==> src/rtl/arbiter_round_robin_hold_pkg.sv <==
// Shared types and helpers for the round-robin arbiter with grant hold.
package arbiter_round_robin_hold_pkg;

  // Arbiter control states: nothing granted, or a grant is being held.
  typedef enum logic {
    IDLE    = 1'b0,
    GRANTED = 1'b1
  } arb_state_e;

  // Number of bits needed to encode an index in [0, n-1]; never less than 1.
  function automatic int clog2_width(input int n);
    int w;
    w = 0;
    while ((1 << w) < n) w++;
    if (w == 0) w = 1;
    return w;
  endfunction

endpackage

==> src/rtl/arbiter_round_robin_hold_select.sv <==
// Round-robin winner selection: masks off requesters at or below the last
// grant, prefers the lowest remaining requester above it, and otherwise
// wraps around to the lowest requester overall.
module arbiter_round_robin_hold_select #(
  parameter int WORD_WIDTH = 4
) (
  input  logic [WORD_WIDTH-1:0] requests,
  input  logic [WORD_WIDTH-1:0] last_grant,
  output logic [WORD_WIDTH-1:0] pick
);

  logic [WORD_WIDTH-1:0] thermo;     // last_grant and every bit below it
  logic [WORD_WIDTH-1:0] upper;      // requests strictly above last_grant
  logic [WORD_WIDTH-1:0] upper_low;  // lowest set bit of upper
  logic [WORD_WIDTH-1:0] req_low;    // lowest set bit of requests

  // For a one-hot x, x | (x - 1) fills in every bit at or below x.
  assign thermo    = last_grant | (last_grant - WORD_WIDTH'(1));
  assign upper     = requests & ~thermo;

  // x & -x isolates the lowest set bit (two's complement trick).
  assign upper_low = upper & (~upper + WORD_WIDTH'(1));
  assign req_low   = requests & (~requests + WORD_WIDTH'(1));

  // Requesters above the last winner get first claim; wrap only if none exist.
  assign pick = (upper != '0) ? upper_low : req_low;

endmodule

==> src/rtl/arbiter_round_robin_hold.sv <==
// Registered round-robin arbiter. The winner keeps its grant while it keeps
// requesting; a hold-limit counter forces rotation when others are waiting.
module arbiter_round_robin_hold
  import arbiter_round_robin_hold_pkg::*;
#(
  parameter int WORD_WIDTH  = 4,
  parameter int INDEX_WIDTH = clog2_width(WORD_WIDTH),
  parameter int MAX_HOLD    = 8,
  parameter int HOLD_WIDTH  = 4
) (
  input  logic                   clock,
  input  logic                   clear,
  input  logic [WORD_WIDTH-1:0]  requests,
  output logic [WORD_WIDTH-1:0]  grant,
  output logic [INDEX_WIDTH-1:0] grant_index,
  output logic                   grant_valid,
  output logic                   grant_forced
);

  // After reset the "last" winner is the top bit, so bit 0 has priority.
  localparam logic [WORD_WIDTH-1:0] LAST_GRANT_RESET = {1'b1, {(WORD_WIDTH-1){1'b0}}};
  localparam logic [HOLD_WIDTH-1:0] HOLD_LAST        = HOLD_WIDTH'(MAX_HOLD - 1);
  localparam logic [HOLD_WIDTH-1:0] HOLD_SAT         = {HOLD_WIDTH{1'b1}};

  arb_state_e             state_q, state_d;
  logic [WORD_WIDTH-1:0]  grant_q, grant_d;
  logic [WORD_WIDTH-1:0]  last_grant_q, last_grant_d;
  logic [HOLD_WIDTH-1:0]  hold_q, hold_d;
  logic [INDEX_WIDTH-1:0] index_q, index_d;
  logic                   valid_q, valid_d;
  logic                   forced_q, forced_d;

  logic [WORD_WIDTH-1:0]  pick;
  logic                   winner_active;
  logic                   others_waiting;
  logic                   limit_hit;

  arbiter_round_robin_hold_select #(
    .WORD_WIDTH (WORD_WIDTH)
  ) u_select (
    .requests   (requests),
    .last_grant (last_grant_q),
    .pick       (pick)
  );

  assign winner_active  = |(requests & grant_q);
  assign others_waiting = |(requests & ~grant_q);
  assign limit_hit      = (MAX_HOLD != 0) && (hold_q == HOLD_LAST);

  // Next-state, next-grant and hold-counter decisions.
  always_comb begin
    // NOTE: every signal assigned here gets a default first so no path leaves
    // it unassigned; otherwise synthesis infers a latch to remember the old value.
    state_d      = state_q;
    grant_d      = grant_q;
    last_grant_d = last_grant_q;
    hold_d       = hold_q;
    forced_d     = 1'b0;

    case (state_q)
      IDLE: begin
        if (requests != '0) begin
          grant_d      = pick;
          last_grant_d = pick;
          hold_d       = '0;
          state_d      = GRANTED;
        end
      end

      GRANTED: begin
        if (!winner_active) begin
          // Winner let go: hand over without a dead cycle, or fall idle.
          hold_d = '0;
          if (requests != '0) begin
            grant_d      = pick;
            last_grant_d = pick;
          end else begin
            grant_d = '0;
            state_d = IDLE;
          end
        end else if (limit_hit) begin
          // Hold budget used up: rotate only if somebody else is waiting.
          hold_d = '0;
          if (others_waiting) begin
            grant_d      = pick;
            last_grant_d = pick;
            forced_d     = 1'b1;
          end
        end else if (hold_q != HOLD_SAT) begin
          hold_d = hold_q + HOLD_WIDTH'(1);
        end
      end

      default: begin
        state_d = IDLE;
        grant_d = '0;
      end
    endcase
  end

  // One-hot to binary encoding of the next grant, registered alongside it.
  always_comb begin
    index_d = '0;
    for (int i = 0; i < WORD_WIDTH; i++) begin
      if (grant_d[i]) index_d = index_d | INDEX_WIDTH'(i);
    end
    valid_d = |grant_d;
  end

  // State and output registers; clear drops any grant at once.
  always_ff @(posedge clock or posedge clear) begin
    if (clear) begin
      state_q      <= IDLE;
      grant_q      <= '0;
      last_grant_q <= LAST_GRANT_RESET;
      hold_q       <= '0;
      index_q      <= '0;
      valid_q      <= 1'b0;
      forced_q     <= 1'b0;
    end else begin
      // NOTE: non-blocking assignments so every register samples the values
      // from before this edge, independent of statement order.
      state_q      <= state_d;
      grant_q      <= grant_d;
      last_grant_q <= last_grant_d;
      hold_q       <= hold_d;
      index_q      <= index_d;
      valid_q      <= valid_d;
      forced_q     <= forced_d;
    end
  end

  assign grant        = grant_q;
  assign grant_index  = index_q;
  assign grant_valid  = valid_q;
  assign grant_forced = forced_q;

endmodule
==> config.mk <==
export PLATFORM = sky130hd
export DESIGN_NAME = arbiter_round_robin_hold
export DESIGN_NICKNAME = d
export VERILOG_FILES = /design/src/rtl/arbiter_round_robin_hold_pkg.sv /design/src/rtl/arbiter_round_robin_hold_select.sv /design/src/rtl/arbiter_round_robin_hold.sv
export SDC_FILE = /design/constraint.sdc
export NUM_CORES = 1
export LEC_CHECK = 0
export ABC_AREA = 1
export CAP_MARGIN = 20
export CORE_MARGIN = 2
export CORE_UTILIZATION = 55
export CTS_CLUSTER_DIAMETER = 40
export DETAILED_ROUTE_END_ITERATION = 10
export HOLD_SLACK_MARGIN = 0.12
export PLACE_DENSITY_LB_ADDON = 0.2
export SKIP_LAST_GASP = 1
export SYNTH_ARGS = -nofsm -noshare
export SYNTH_HDL_FRONTEND = slang
export SYNTH_SLANG_ARGS = --single-unit
==> constraint.sdc <==
create_clock -name clock -period 2.1 [get_ports clock]
set_clock_uncertainty 0.15 [all_clocks]
set_input_delay 0.63 -clock clock [delete_from_list [all_inputs] [get_ports clock]]
set_output_delay 0.63 -clock clock [all_outputs]
set_load 0.03 [all_outputs]
==> impl_metrics.yaml, run 1 <==
power:
  power_per_cell_area_nw_per_um2: 1193
  total_power_mw: 1.374
  maximum_vdd_ir_drop_mv: 0.8119
  leakagePower_nw: 0.6808
clock_network:
  numCtsBuffers: 3
  cts_root_buffer: "clkbuf_4"
  cts.htree.levels: 1
  numClockSinks: 17
  cts_tree: "built"
  clk_pin_slew_worst_paths_ps: 100
  cts.path.max_buffers: 2
  clock_insertion_delay_worst_skew_ps: 300
  holdBufCountCts: 0
  postCtsSetupRepairBufs: 0
  cts_repair_resizes: 5
finish:
  layout.cells.most_common_list: "nand2_1, inv_1, dfrtp_1"
  area.growth.synth_to_final_pct: 28.67
  final-seq-area_sq_um: 426.7
  nNetsFinal: 157
  antennaDiodeCount: 0
  post_route_cells_drive_above_1_share: 0.1678
  finish.utilization: 0.7553
  multi_input_comb_area_sq_um: 381.6
  commonest_non_fill_non_tap_cell_in_the_layout: "nand2_1"
  fillCellCount: 114
  finalInstanceArea_sq_um: 1151
global_route:
  global_route_wire_length_before_repair_microns: 3249
  gr-total-overflow: 0
  first_global_vias: 770
  largest_net_degree_at_the_start_of_global_routing: 18
  grt_util_all_layers: 0.2337
  grt_antenna_before_repair: 0
route:
  total_drc_errors_in_the_routed_layout: 0
  final_antenna_net_count: 0
  routed-via-count: 820
  drt-pass1-iter-count: 4
  routed_wirelength_microns: 1943
  drt_iter0_drc: 10
  detail_route.wl_per_cell_microns: 11.78
  viasPerCell: 4.970
outcome:
  run_status: "finished clean"
worst_setup_path:
  crit_end: "hold_q[3]"
  worst_ep_arrival_time_ps: 2060
  cp-start-kind: "input pin"
  worst_r2r_path_depth: 10
  criticalPathCategory: "input pin to register"
  crit_path_max_fanout: 6
  r2r_startpoint: "hold_q[0]"
  timing.critical_path.required_ps: 2150
  startpoint: "requests[1]"
  cp-end-kind: "register"
  regToRegSetupSlack_ps: 400
  regToRegEndpoint: "grant_valid"
synthesis:
  yosys.cell_types.count: 18
  yosys_register_bits: 17
  synth.cell_area_sq_um: 894.6
  syn_avg_cell_area_sq_um: 7.333
  synth.yosys.warnings: 0
  synth_nets: 129
  synth_sequential_area_ratio: 0.4769
  synthesis.instances: 122
place:
  placed_area_sq_um: 1120
  preCtsSetupSlack_ps: -224.1
  hpwl_detailed_microns: 1555
  portBuffers: 13
  place_congestion: 0.9442
run:
  drv.max_cap_violation_count: 0
sta:
  finalSetupViolations: 0
  fin_tns_setup_ps: 0
  grt_setup_unrepaired: "yes"
  final-hold-violation-count: 0
  timing_worst_slew_pin_value_ps: 321.9
  slew_violations: 0
  period_share: 0.9597
  setup_slack_ps: 84.63
  final_min_period_ps: 2015
  timing.fmax_ghz: 0.4962
  timing.max_slew.rel_slack: 0.7850
floorplan:
  design.portCount: 14
  initial_standard_cell_utilization_of_the_core: 0.5870
  die_y_microns: 44.33
  floorplan.die.width_microns: 44.33
  core_sq_um: 1524
  core.rowCount: 14
  design.die.area_sq_um: 1965
min_path:
  hold_path.class: "register to register"
worst min-delay path by stage:
stage                                from               to  slack (ps)  depth (start not counted)
final                     last_grant_q[3]  last_grant_q[3]         320                          2
after global routing      last_grant_q[3]  last_grant_q[3]         340                          2
after CTS                 last_grant_q[3]  last_grant_q[3]         320                          2
after detailed placement  last_grant_q[3]  last_grant_q[3]         300                          2
after global placement    last_grant_q[3]  last_grant_q[3]         300                          2
after floorplan           last_grant_q[3]  last_grant_q[3]         290                          2
worst max-delay path: stages:
cell             delay (ps)
clkdlybuf4s50_1         550
inv_1                    80
nand2_1                  80
nor2_1                   70
nand3_1                 160
nand2_1                  90
inv_2                    90
nand2_1                  70
o21ai_0                 190
nor2_1                   60
stage by stage:
stage / hold WS, ps / cells
after floorplan: 293.3 / 122
after global placement: 301.4 / 161
after detailed placement: 302.9 / 161
after CTS: 318.4 / 165
after global routing: 338.1 / 165
final: 316.7 / 165
metal layers:
metal | GRT usage | share of wire | vias to the layer above | routed length, microns
met2 | 0.4353 | 0.54 | 17 | 1043
li1 | - | - | 424 | -
met5 | 0 | 0 | - | 0
met3 | 0.05306 | 0.042 | 4 | 81
met4 | 0.09091 | 0.013 | 0 | 25
met1 | 0.2533 | 0.41 | 375 | 793
state kept, by name (all words and copies together) (netlist names):
name and count:
grant 4, grant_forced 1, grant_index 2, grant_valid 1, hold_q 4, last_grant_q 4, state_q 1
synthesized netlist by cell type:
cell / instances / area share
a21boi_0: 1 / 0.0084
a21oi_1: 1 / 0.0056
dfrtp_1: 16 / 0.45
dfstp_2: 1 / 0.029
ha_1: 1 / 0.014
inv_1: 22 / 0.092
inv_2: 1 / 0.0042
nand2_1: 42 / 0.18
nand2_2: 3 / 0.021
nand2_4: 1 / 0.013
nand3_1: 7 / 0.039
nand4_1: 2 / 0.014
nor2_1: 12 / 0.050
nor2_2: 2 / 0.014
nor2_4: 1 / 0.013
nor3_1: 2 / 0.011
o21ai_0: 5 / 0.028
o21ai_2: 2 / 0.020
cells by family after synthesis:
| family | Yosys count | synth area share |
|---|---|---|
| flops | 17 | 0.4769 |
| buf+inv | 23 | 0.09650 |
| fa+ha+maj | 1 | 0.01398 |
| compound gates | 9 | 0.06154 |
| simple gates | 72 | 0.3510 |
layout make-up:
cell class | instances | share of cell area
Clock buffer | 3 | 0.01957
Tap cell | 16 | 0.01739
Sequential cell | 17 | 0.3707
Timing Repair Buffer | 23 | 0.1815
Multi-Input combinational cell | 82 | 0.3315
Clock inverter | 1 | 0.004348
Inverter | 23 | 0.07500
report_power, final:
part           internal, mW  switching (mW)
clock                0.0711           0.108
combinational         0.257           0.435
sequential            0.435          0.0685
total                 0.763           0.611
Note: power is estimated with default switching activity, not from simulation.
==> inputs of run 2 (changes only) <==
--- a/config.mk
+++ b/config.mk
@@ -7,8 +7,10 @@
 export LEC_CHECK = 0
 export ABC_AREA = 1
 export CAP_MARGIN = 20
+export CELL_PAD_IN_SITES_DETAIL_PLACEMENT = 1
+export CELL_PAD_IN_SITES_GLOBAL_PLACEMENT = 2
 export CORE_MARGIN = 2
-export CORE_UTILIZATION = 55
+export CORE_UTILIZATION = 31
 export CTS_CLUSTER_DIAMETER = 40
 export DETAILED_ROUTE_END_ITERATION = 10
 export HOLD_SLACK_MARGIN = 0.12
==> run 2 against run 1 <==
Global-route usage shrank 7.2 points. Non-clock buffer count rose by 1. Die area is 70% higher. Register-to-register slack about the same. Cell count is 9.7% higher. Largest cell class unchanged.
==> impl_metrics.yaml, run 2 (same netlist as run 1, synthesis figures left out) <==
outcome:
  run_status: "finished clean"
worst_setup_path:
  criticalPathCategory: "input pin to register"
  worstPathBufferInverterCount: 1
  regToRegEndpoint: "grant_valid"
  crit_path_max_fanout: 5
  cp-start-kind: "input pin"
  slowest_delay_ps: 510
  r2r_startpoint: "hold_q[0]"
  timing.critical_path.required_ps: 2160
  regToRegSetupSlack_ps: 400
  cp-end-kind: "register"
  cp_cell_sequence: "clkdlybuf4s50_1 > nand2_1 > nand2_1 > nor2_4 > nor2_4 > nand2_4 > nand3_1 > nand2_2 > nor2_4 > nand2_1"
  cp_max_stage_cell: "clkdlybuf4s50_1"
  critical_path.top_delay_family: "simple AND/OR/NAND/NOR gates"
  worst_r2r_path_depth: 10
  worst_ep_arrival_time_ps: 2030
  critical_path_cell_count: 10
clock_network:
  cts_tree: "built"
  holdBufCountCts: 0
  clk_pin_slew_worst_paths_ps: 120
  cts.path.max_buffers: 2
  numCtsBuffers: 3
  cts_root_buffer: "clkbuf_4"
  cts.htree.levels: 1
  clock_insertion_delay_worst_skew_ps: 300
  numClockSinks: 17
finish:
  finalInstanceArea_sq_um: 1196
  fillCellCount: 351
  layout.cells.most_common_list: "nand2_1, inv_1, dfrtp_1"
  fin_cells: 181
  antennaDiodeCount: 0
  finish.utilization: 0.4338
  nNetsFinal: 158
  multi_input_comb_area_sq_um: 399.1
  final-seq-area_sq_um: 426.7
  commonest_non_fill_non_tap_cell_in_the_layout: "nand2_1"
  post_route_cells_drive_above_1_share: 0.1933
  area.growth.synth_to_final_pct: 33.71
sta:
  timing.max_slew.rel_slack: 0.7885
  period_share: 0.9395
  finalSetupViolations: 0
  timing.fmax_ghz: 0.5069
  slew_violations: 0
  timing_worst_slew_pin_value_ps: 316.8
  final-hold-violation-count: 0
  grt_setup_unrepaired: "no"
  final_min_period_ps: 1973
route:
  routed-via-count: 828
  drt-pass1-iter-count: 4
  total_drc_errors_in_the_routed_layout: 0
  routed_wirelength_microns: 2403
  drt_iter0_drc: 21
  final_antenna_net_count: 0
  detail_route.wl_per_cell_microns: 13.28
  viasPerCell: 4.575
power:
  power_per_cell_area_nw_per_um2: 1200
  leakagePower_nw: 0.6964
  maximum_vdd_ir_drop_mv: 0.7397
floorplan:
  core.rowCount: 19
  design.portCount: 14
  design.die.area_sq_um: 3332
  core_sq_um: 2758
  initial_standard_cell_utilization_of_the_core: 0.3244
  floorplan.die.width_microns: 57.72
  die_y_microns: 57.72
global_route:
  global_route_wire_length_before_repair_microns: 3981
  largest_net_degree_at_the_start_of_global_routing: 18
  grt_util_all_layers: 0.1614
  gr-total-overflow: 0
  grt_antenna_before_repair: 0
  first_global_vias: 859
min_path:
  hold_path.class: "register to register"
  holdPathEnd: "last_grant_q[3]"
  hold_critical_path_depth: 2
  hold_start: "last_grant_q[3]"
place:
  hpwl_detailed_microns: 1890
  numPlacedInstances: 177
  placed_area_sq_um: 1146
  place_congestion: 0.7502
  portBuffers: 13
run:
  drv.max_cap_violation_count: 0
[run 2: worst max-delay path by stage]
stage / end / startpoint / slack (ps)
finish: grant_valid / requests[3] / 130
floorplan: grant_valid / requests[2] / 450
CTS: grant_index[1] / grant_index[1] / 4
detailed placement: grant_valid / requests[2] / -260
global placement: grant_valid / requests[2] / -250
global route: grant_valid / requests[3] / 20
[run 2: layout make-up]
cell class                      count  area share
Timing Repair Buffer               24      0.1820
Tap cell                           31     0.03243
Clock inverter                      1    0.004184
Inverter                           23     0.07218
Sequential cell                    17      0.3567
Multi-Input combinational cell     82      0.3337
Clock buffer                        3     0.01883
[run 2: routing by layer]
layer,track usage,up-vias,share of wire,wire [microns]
met2,0.2581,13,0.47,1118
met3,0.02232,2,0.043,104
li1,-,425,-,-
met5,0,-,0,0
met4,0.06977,0,0.0071,17
met1,0.2186,388,0.48,1163
[run 2: through the flow]
| stage | hold WS [ps] | setup slack [ps] | TNS [ps] | power [mW] |
|---|---|---|---|---|
| 2_1_floorplan | 293.3 | 450.8 | 0 | 0.9568 |
| 3_3_place_gp | 301.8 | -248.6 | -1764 | 1.249 |
| 3_5_place_dp | 318.5 | -257.5 | -2160 | 1.268 |
| 4_1_cts | 335.6 | 4.162 | 0 | 1.434 |
| 5_1_grt | 358.0 | 16.19 | 0 | 1.563 |
| 6_report | 331.3 | 127.1 | 0 | 1.436 |
[run 2: tightest hold or removal path, cell delays in order, from the launching register on]
cell and delay [ps]:
dfstp_2 390, nand2_1 60, nand2_1 40
[run 2: power breakdown]
group / switching [mW] / internal (mW)
clock: 0.123 / 0.0710
sequential: 0.0641 / 0.435
combinational: 0.468 / 0.275
total: 0.655 / 0.780
[run 2: what timing repair did]
item,in CTS,in global routing
gates resized for setup,6,10
pin swaps,0,2
buffers inserted,0,0
endpoints found under the hold margin,0,0
endpoints found under the setup margin,6,6
